### src/rtl/qracc_sram_responder.sv
// Responder end of the QRAcc SRAM request interface: sequences precharge,
// wordline and sense phases on the analog array and returns captured read data.
module qracc_sram_responder #(
    parameter int numRows   = 128,
    parameter int numCols   = 32,
    parameter int pchCycles = 1,
    parameter int wlCycles  = 2,
    parameter int saCycles  = 1,
    localparam int AW       = (numRows > 1) ? $clog2(numRows) : 1
) (
    input  logic               clk,
    input  logic               nrst,
    input  logic               rq_wr_i,
    input  logic               rq_valid_i,
    output logic               rq_ready_o,
    output logic               rd_valid_o,
    output logic [numCols-1:0] rd_data_o,
    input  logic [numCols-1:0] wr_data_i,
    input  logic [AW-1:0]      addr_i,
    input  logic               mac_busy_i,
    output logic [numRows-1:0] WL,
    output logic               PCH,
    output logic [numCols-1:0] WR_DATA,
    output logic               WRITE,
    output logic [numCols-1:0] CSEL,
    output logic               SAEN,
    input  logic [numCols-1:0] SA_OUT
);

    localparam int MAXC = (pchCycles > wlCycles)
                        ? ((pchCycles > saCycles) ? pchCycles : saCycles)
                        : ((wlCycles > saCycles) ? wlCycles : saCycles);
    localparam int CW = $clog2(MAXC + 1);

    localparam logic [AW:0]          ROWS    = (AW+1)'(numRows);
    localparam logic [numRows-1:0]   WL_ONE  = {{(numRows-1){1'b0}}, 1'b1};
    localparam logic [CW-1:0]        PCH_LD  = CW'(pchCycles - 1);
    localparam logic [CW-1:0]        WL_LD   = CW'(wlCycles - 1);
    localparam logic [CW-1:0]        SA_LD   = CW'(saCycles - 1);

    typedef enum logic [1:0] {
        IDLE,
        PRECHARGE,
        WORDLINE,
        SENSE
    } state_t;

    state_t             state_q, state_d;
    logic [CW-1:0]      cnt_q, cnt_d;
    logic               wr_q, wr_d;
    logic [AW-1:0]      addr_q, addr_d;
    logic [numCols-1:0] data_q, data_d;
    logic               idle_q, idle_d;
    logic               pch_q, pch_d;
    logic               saen_q, saen_d;
    logic               write_q, write_d;
    logic [numRows-1:0] wl_q, wl_d;
    logic [numCols-1:0] csel_q, csel_d;
    logic [numCols-1:0] wr_data_q, wr_data_d;
    logic               rd_valid_q, rd_valid_d;
    logic [numCols-1:0] rd_data_q, rd_data_d;
    logic               addr_ok_q, addr_ok_d;

    assign addr_ok_q = {1'b0, addr_q} < ROWS;
    assign addr_ok_d = {1'b0, addr_d} < ROWS;

    always_comb begin
        state_d = state_q;
        cnt_d   = cnt_q;
        wr_d    = wr_q;
        addr_d  = addr_q;
        data_d  = data_q;
        case (state_q)
            IDLE: begin
                if (rq_valid_i && rq_ready_o) begin
                    wr_d    = rq_wr_i;
                    addr_d  = addr_i;
                    data_d  = wr_data_i;
                    state_d = PRECHARGE;
                    cnt_d   = PCH_LD;
                end
            end
            PRECHARGE: begin
                if (cnt_q == '0) begin
                    state_d = WORDLINE;
                    cnt_d   = WL_LD;
                end else begin
                    cnt_d = cnt_q - CW'(1);
                end
            end
            WORDLINE: begin
                if (cnt_q == '0) begin
                    state_d = wr_q ? IDLE : SENSE;
                    cnt_d   = SA_LD;
                end else begin
                    cnt_d = cnt_q - CW'(1);
                end
            end
            SENSE: begin
                if (cnt_q == '0) begin
                    state_d = IDLE;
                end else begin
                    cnt_d = cnt_q - CW'(1);
                end
            end
            default: state_d = IDLE;
        endcase
    end

    // Outputs are decoded from the next state so every pin is a flop aligned with its phase.
    always_comb begin
        idle_d     = (state_d == IDLE);
        pch_d      = (state_d == PRECHARGE);
        saen_d     = (state_d == SENSE);
        wl_d       = '0;
        csel_d     = '0;
        write_d    = 1'b0;
        wr_data_d  = '0;
        if (state_d == WORDLINE) begin
            csel_d  = '1;
            if (addr_ok_d) begin
                wl_d = WL_ONE << addr_d;
            end
            write_d = wr_d && addr_ok_d;
            if (wr_d) begin
                wr_data_d = data_d;
            end
        end
        rd_valid_d = (state_q == SENSE) && (cnt_q == '0);
        rd_data_d  = rd_data_q;
        if (rd_valid_d) begin
            rd_data_d = addr_ok_q ? SA_OUT : '0;
        end
    end

    always_ff @(posedge clk or negedge nrst) begin
        if (!nrst) begin
            state_q    <= IDLE;
            cnt_q      <= '0;
            wr_q       <= 1'b0;
            addr_q     <= '0;
            data_q     <= '0;
            idle_q     <= 1'b0;
            pch_q      <= 1'b0;
            saen_q     <= 1'b0;
            write_q    <= 1'b0;
            wl_q       <= '0;
            csel_q     <= '0;
            wr_data_q  <= '0;
            rd_valid_q <= 1'b0;
            rd_data_q  <= '0;
        end else begin
            state_q    <= state_d;
            cnt_q      <= cnt_d;
            wr_q       <= wr_d;
            addr_q     <= addr_d;
            data_q     <= data_d;
            idle_q     <= idle_d;
            pch_q      <= pch_d;
            saen_q     <= saen_d;
            write_q    <= write_d;
            wl_q       <= wl_d;
            csel_q     <= csel_d;
            wr_data_q  <= wr_data_d;
            rd_valid_q <= rd_valid_d;
            rd_data_q  <= rd_data_d;
        end
    end

    // Ready is the registered idle flag gated by the MAC so a busy array blocks acceptance at once.
    assign rq_ready_o = idle_q && !mac_busy_i;
    assign rd_valid_o = rd_valid_q;
    assign rd_data_o  = rd_data_q;
    assign WL         = wl_q;
    assign PCH        = pch_q;
    assign WR_DATA    = wr_data_q;
    assign WRITE      = write_q;
    assign CSEL       = csel_q;
    assign SAEN       = saen_q;

endmodule

### config.mk
export PLATFORM = sky130hd
export DESIGN_NAME = qracc_sram_responder
export DESIGN_NICKNAME = d
export VERILOG_FILES = /design/src/rtl/qracc_sram_responder.sv
export SDC_FILE = /design/constraint.sdc
export NUM_CORES = 1
export LEC_CHECK = 0
export ABC_CLOCK_PERIOD_IN_PS = 3300
export CORE_ASPECT_RATIO = 1.5
export CORE_MARGIN = 4
export CORE_UTILIZATION = 23
export CTS_CLUSTER_SIZE = 12
export DETAILED_ROUTE_END_ITERATION = 12
export GPL_ROUTABILITY_DRIVEN = 0
export SLEW_MARGIN = 0
export SYNTH_ARGS = -nofsm -noshare
export SYNTH_HDL_FRONTEND = slang
export SYNTH_SLANG_ARGS = --single-unit
### constraint.sdc
create_clock -name clk -period 3.3 [get_ports clk]
set_clock_uncertainty 0.15 [all_clocks]
set_input_delay 0.66 -clock clk [delete_from_list [all_inputs] [get_ports clk]]
set_output_delay 0.66 -clock clk [all_outputs]
set_load 0.005 [all_outputs]
== After elaboration in Yosys (flattened, before gate mapping) ==
Cells that the tools add are included.

* Register bits after elaboration: 273
* Logic and storage cells: 54
* Bits of input ports: 76

* Muxes and demuxes: 22
* Reductions and logical operators: 8
* Equal/unequal tests: 8
* Shift operators: 1
* Add/sub/neg operators: 1

{| class="wikitable"
|+ Operators with widths
! operator !! number
|-
| $mux 32 || 5
|-
| $mux 128 || 1
|-
| $shl 1x7->128 const A || 1
|-
| $mux 2 || 9
|-
| $pmux 2 s4 || 2
|-
| $mux 7 || 2
|-
| $eq 2x2->1 const B || 4
|-
| $logic_not 2->1 || 3
|-
| $eq 2x1->1 const B || 2
|-
| $ne 2x2->1 const B || 2
|-
| $logic_and 1x1->1 || 3
|-
| $mux 1 || 3
|-
| $reduce_and 2->1 || 1
|-
| $sub 2x1->2 const B || 1
|-
| $logic_not 1->1 || 1
|}

== Longest topological paths before layout ==
* Depth after elaboration: 7
* Depth in mapped cells: 8

== Least setup slack after synthesis ==
OpenSTA, ideal clock, no wires.

* Path type: register to register
* From: register cnt_q[0]
* To: register wl_q[30], in the netlist WL[30]
* Setup time: 142 ps
* Path buffers: 3
* Arrival time: 1,634 ps
* Setup slack: 1,375 ps
* Clock period less this slack: 1,925 ps
* Cell stages (with the launch flop): 9
* Cells stage by stage: dfrtp_1 > inv_1 > ha_1 > clkbuf_2 > and3b_1 > buf_2 > buf_4 > o211ai_1 > a21oi_1

* Word-level cells in the longest chain between the ends: 5

{| class="wikitable"
|+ RTL lines
! what !! line !! source
|-
| start: declaration || 49 || <nowiki>logic [CW-1:0] cnt_q, cnt_d;</nowiki>
|-
| start signal: assignment || 154 || <nowiki>cnt_q <= cnt_d;</nowiki>
|-
| $logic_not 2->1 * || 84, 92, 100 ||
|-
| $mux 2 (on tied branches) || 100, 84, 92 ||
|-
| $pmux 2 s4 * || 73 || <nowiki>case (state_q)</nowiki>
|-
| $eq 2x2->1 * || 119 || <nowiki>if (state_d == WORDLINE) begin</nowiki>
|-
| $mux 128 * || 119 ||
|-
| named net wl_d[30] || 57 || <nowiki>logic [numRows-1:0] wl_q, wl_d;</nowiki>
|-
| end signal: assignment || 162 || <nowiki>wl_q <= wl_d;</nowiki>
|-
| end: declaration || 57 ||
|}

Mark *: on every way through the listed nets, which the timed path passes. The rest lies on a longest branch.
A chain may end at the register's enable or synchronous reset.

== Worst setup path in the final report ==
* From: register cnt_q[0]
* To: register wl_q[25], in the netlist WL[25]

The elaborated chain is that of the path after synthesis.

==> results.md <==
Timing:
- Setup violations remaining at the end of the flow were counted as 0.
- The relative max-transition margin is 0.4162.
- The portion of the clock cycle consumed by the worst path in the final layout is 0.7830.
- For the pin with the worst max-slew slack, the measured transition is 875.7 ps.
- The final total negative setup slack is 0 ps.
- Setup repair after global routing left no endpoint under its margin.
- The shortest clock period the worst path allows after layout is 2584 ps.
- The final hold slack is 356.9 ps.
- Derived from the worst setup path, the maximum achievable clock frequency is 387.0 MHz.
- The final max-slew violation count came to 0.
- The hold violation total from the final report was 0.

Die:
- The x dimension of the die is 176.5 um.
- The number of placed I/O pins is 305.
- In this run the core area contains 92 standard-cell rows.
- The initial utilization of the core area, before any placement, comes to 0.2326.
- The die is 260.8 um tall.
- The core region is 42130 sq um.
- The die covers 46040 sq um.

Setup path:
- The number of buffers and inverters on the critical path is 2.
- The endpoint type of the worst setup path is a register.
- The critical path's top delay family is simple AND/OR/NAND/NOR gates.
- The required time of the worst setup path is 3580 ps.
- Of all nets on the critical path, the largest fanout is 15.
- The critical path's slowest cell is nor3b_4.
- For this run, the slowest stage of the critical path takes 740 ps.
- The kind of start point of the critical path is a register.
- The critical path is of the reg2reg type.
- Data arrives at the worst endpoint at 2870 ps.
- Traced cell by cell, the critical path runs through inv_1 -> ha_1 -> nor3b_4 -> buf_4 -> o2111ai_1 -> a21oi_1.

Detailed routing:
- After detailed routing, the average wire length per cell comes to 19.95 um.
- The number of detailed-routing iterations run before antenna repair is 5.
- The number of design rule violations left after detail routing is 0.
- The final layout contains routed wiring with a total length of 33.64 mm.
- In the routed layout, each cell is associated on average with a via count of 4.561.
- The count of nets left with antenna violations once routing finished came out at 0.
- The detailed-route via count is 7690.
- The first routing iteration left 417 violations.

Logic synthesis:
- The top flip-flop cell by instance count after synthesis is dfrtp_1.
- Counting instances in the post-synthesis netlist gives the leading cell types as 242 x dfrtp_1, 161 x a21oi_1, 44 x o21ai_0, 40 x mux2_2.
- Of the total synthesized cell area, the portion taken by full adders, half adders and majority gates is 0.003830.
- The number of synthesized flops with an enable pin is 0.
- In this run the cell area of the synthesized design comes to 9799 sq um.
- The mux share of post-synthesis cell area is 0.04699.
- The post-synthesis compound-gate area fraction is 0.1620.
- The largest area contributor in the synthesized netlist is dfrtp_1.
- The register bit total from synthesis is 242.
- In the post-synthesis netlist, the cell with the most instances is dfrtp_1.
- During synthesis, Yosys emitted a total of 0 warnings.
- The async set-reset flop share out of synthesis is 1.000.
- By area, the combinational part of the netlist is dominated by compound AO/OA/AOI/OAI gates.
- The proportion of netlist area held by the largest area contributor is 0.6180.
- Sorting the synthesized cells by area gives the leading types as dfrtp_1 62%, a21oi_1 8.2%, mux2_2 4.6%, buf_4 2.7%, o211ai_1 2.7%.
- Yosys mapped the design onto 45 distinct sky130hd cell types.
- Synthesis handed over a netlist of 852 instances.
- Synthesis produced a netlist with a net count of 931.
- The xor-xnor portion of the synthesized cell area is 0.0008938.
- In this run the mean area of a mapped cell was 11.50 sq um.
- The sequential cell area fraction in the yosys report is 0.6180.
- Of the total synthesized cell area, the portion taken by AND, OR, NAND and NOR gates is 0.1096.

Clock network:
- The clock transition at the registers of the reported paths is 60 ps.
- In this run, CTS created clock tree buffers numbering 26.
- The cell at the root of the clock tree is clkbuf_16.
- The maximum clock insertion buffer count is 3.
- The TritonCTS clock tree is built.
- At the later pin of the worst-skew pair, clock insertion delay measures 540 ps.
- The count of H-tree levels built during CTS is 1.
- For this design, the sink count on the clock tree is 242.

GRT:
- The aggregate global routing overflow is 0.
- The wire length of the first global-routing pass is 50.13 mm.
- The initial antenna violation count is 1.
- The global routing usage summed across all routing layers is 0.1410.
- The via count of the first global-routing pass is 7996.
- Entering global routing, the biggest net connects 82 pins.

Pwr:
- The total power is 10.02 mW.
- Dividing total power by cell area gives a power density of 714.5 nW/um^2.
- In this run the static leakage power is 5.690 nW.
- The peak supply drop is 0.2933 mV.

Cells and area:
- The share of layout cells above drive strength 1 is 0.1052.
- From synthesis to final layout, the design area changed by 43.14%.
- The final non-filler cell area is 14030 sq um.
- The filler cells instantiated in the layout total 4292.
- The final design utilization is 0.3329.
- The number of antenna diodes in the final layout is 0.
- At the end of the flow, the number of nets in the layout was 1186.
- In the final layout, the multi-input gates occupy 3187 sq um.
- The area of all sequential standard cells is 6056 sq um.

Placement:
- Once detailed placement completed, the half-perimeter wirelength came to 24.61 mm.
- The placed instances occupy a cell area of 13230 sq um.
- The number of port buffers is 304.

Min path:
- The path type of the worst min-delay path is reg2reg.

Job:
- The count of max-cap constraint violations is 0.

Run status:
- The flow ran to the end, and the final reports show no timing, DRC or antenna violations.
[logic make-up after synthesis]
| kind of cell | after synthesis |
|---|---|
| AO/OA/AOI/OAI | 271 |
| flip-flops | 242 |
| AND/OR/NAND/NOR | 186 |
| buffers and inverters | 108 |
| multiplexers | 41 |
| adder cells (fa/ha/maj) | 3 |
| XOR/XNOR | 1 |
[flip-flops by register name, summed over array words and instances, names as in the netlist]
register,flops
state_q,2
rd_valid_o,1
idle_q,1
CSEL,1
WL,128
WRITE,1
wr_q,1
addr_q,7
cnt_q,2
rd_data_o,32
SAEN,1
data_q,32
PCH,1
WR_DATA,32
[cell type report]
cell class	instances	area share
Multi-Input combinational cell	502	0.2272
Clock buffer	36	0.05343
Inverter	7	0.001873
Tap cell	564	0.05031
Sequential cell	242	0.4317
Clock inverter	7	0.002498
Timing Repair Buffer	328	0.2330
[placed cells by master, fill, tap and decap left out, types with 2 or more instances in the layout]
cell type        instances
o21ai_2                  2
and2_1                   6
mux2_2                  40
and3b_1                  2
o2111ai_1               17
o211ai_1                35
a21oi_1                161
nor4b_1                  3
clkdlybuf4s50_1        303
o2111ai_2                5
nand3_1                 38
nor2_1                  17
dfrtp_1                242
clkbuf_8                 4
nor2b_1                 21
clkbuf_16               27
nand2_1                 36
o21ai_0                 44
buf_12                   3
clkbuf_1                 5
inv_1                    6
clkinv_2                 7
and4b_1                  6
nand4_1                 38
nor4bb_1                 5
nor4_1                   2
buf_4                   20
ha_1                     3
a2bb2oi_1                2
[power by group]
part	total [mW]	leakage, nW	internal [mW]	switching, mW
Clock	2.74	0.395	1.57	1.17
Sequential	3.99	3.23	3.52	0.468
Combinational	3.29	2.06	1.49	1.81
Total	10.0	5.69	6.58	3.44
[what timing repair did]
item	4_1_cts	5_1_grt
resized for setup	0	0
setup buffers	0	0
hold endpoints to repair	64	0
hold buffers	1	0
[metal layers]
layer | vias to the layer above | share of wire | global-route usage
li1 | 3563 | - | -
met1 | 3828 | 0.37 | 0.1615
met2 | 232 | 0.54 | 0.2575
met3 | 67 | 0.049 | 0.02319
met4 | 0 | 0.041 | 0.06022
met5 | - | 0 | 0
[final timing paths]
check,start,endpoint,cells past startpoint,slack [ps]
setup / recovery,cnt_q[0],WL[25],6,720
hold / removal,rd_data_o[25],rd_data_o[25],1,360
setup reg to reg,cnt_q[0],WL[25],6,720
hold reg to reg,rd_data_o[25],rd_data_o[25],1,360
max in group asynchronous,nrst,WL[104],3,1620
min in group asynchronous,nrst,data_q[22],2,520
[per-stage QoR]
| step | setup WS [ps] | instances |
|---|---|---|
| floorplan | 1375 | 852 |
| global placement | 638.8 | 1642 |
| detailed placement | 622.2 | 1642 |
| CTS | 687.6 | 1686 |
| global route | 503.6 | 1686 |
| finish | 716.0 | 1686 |
Note: power is estimated with default switching activity, not from simulation.
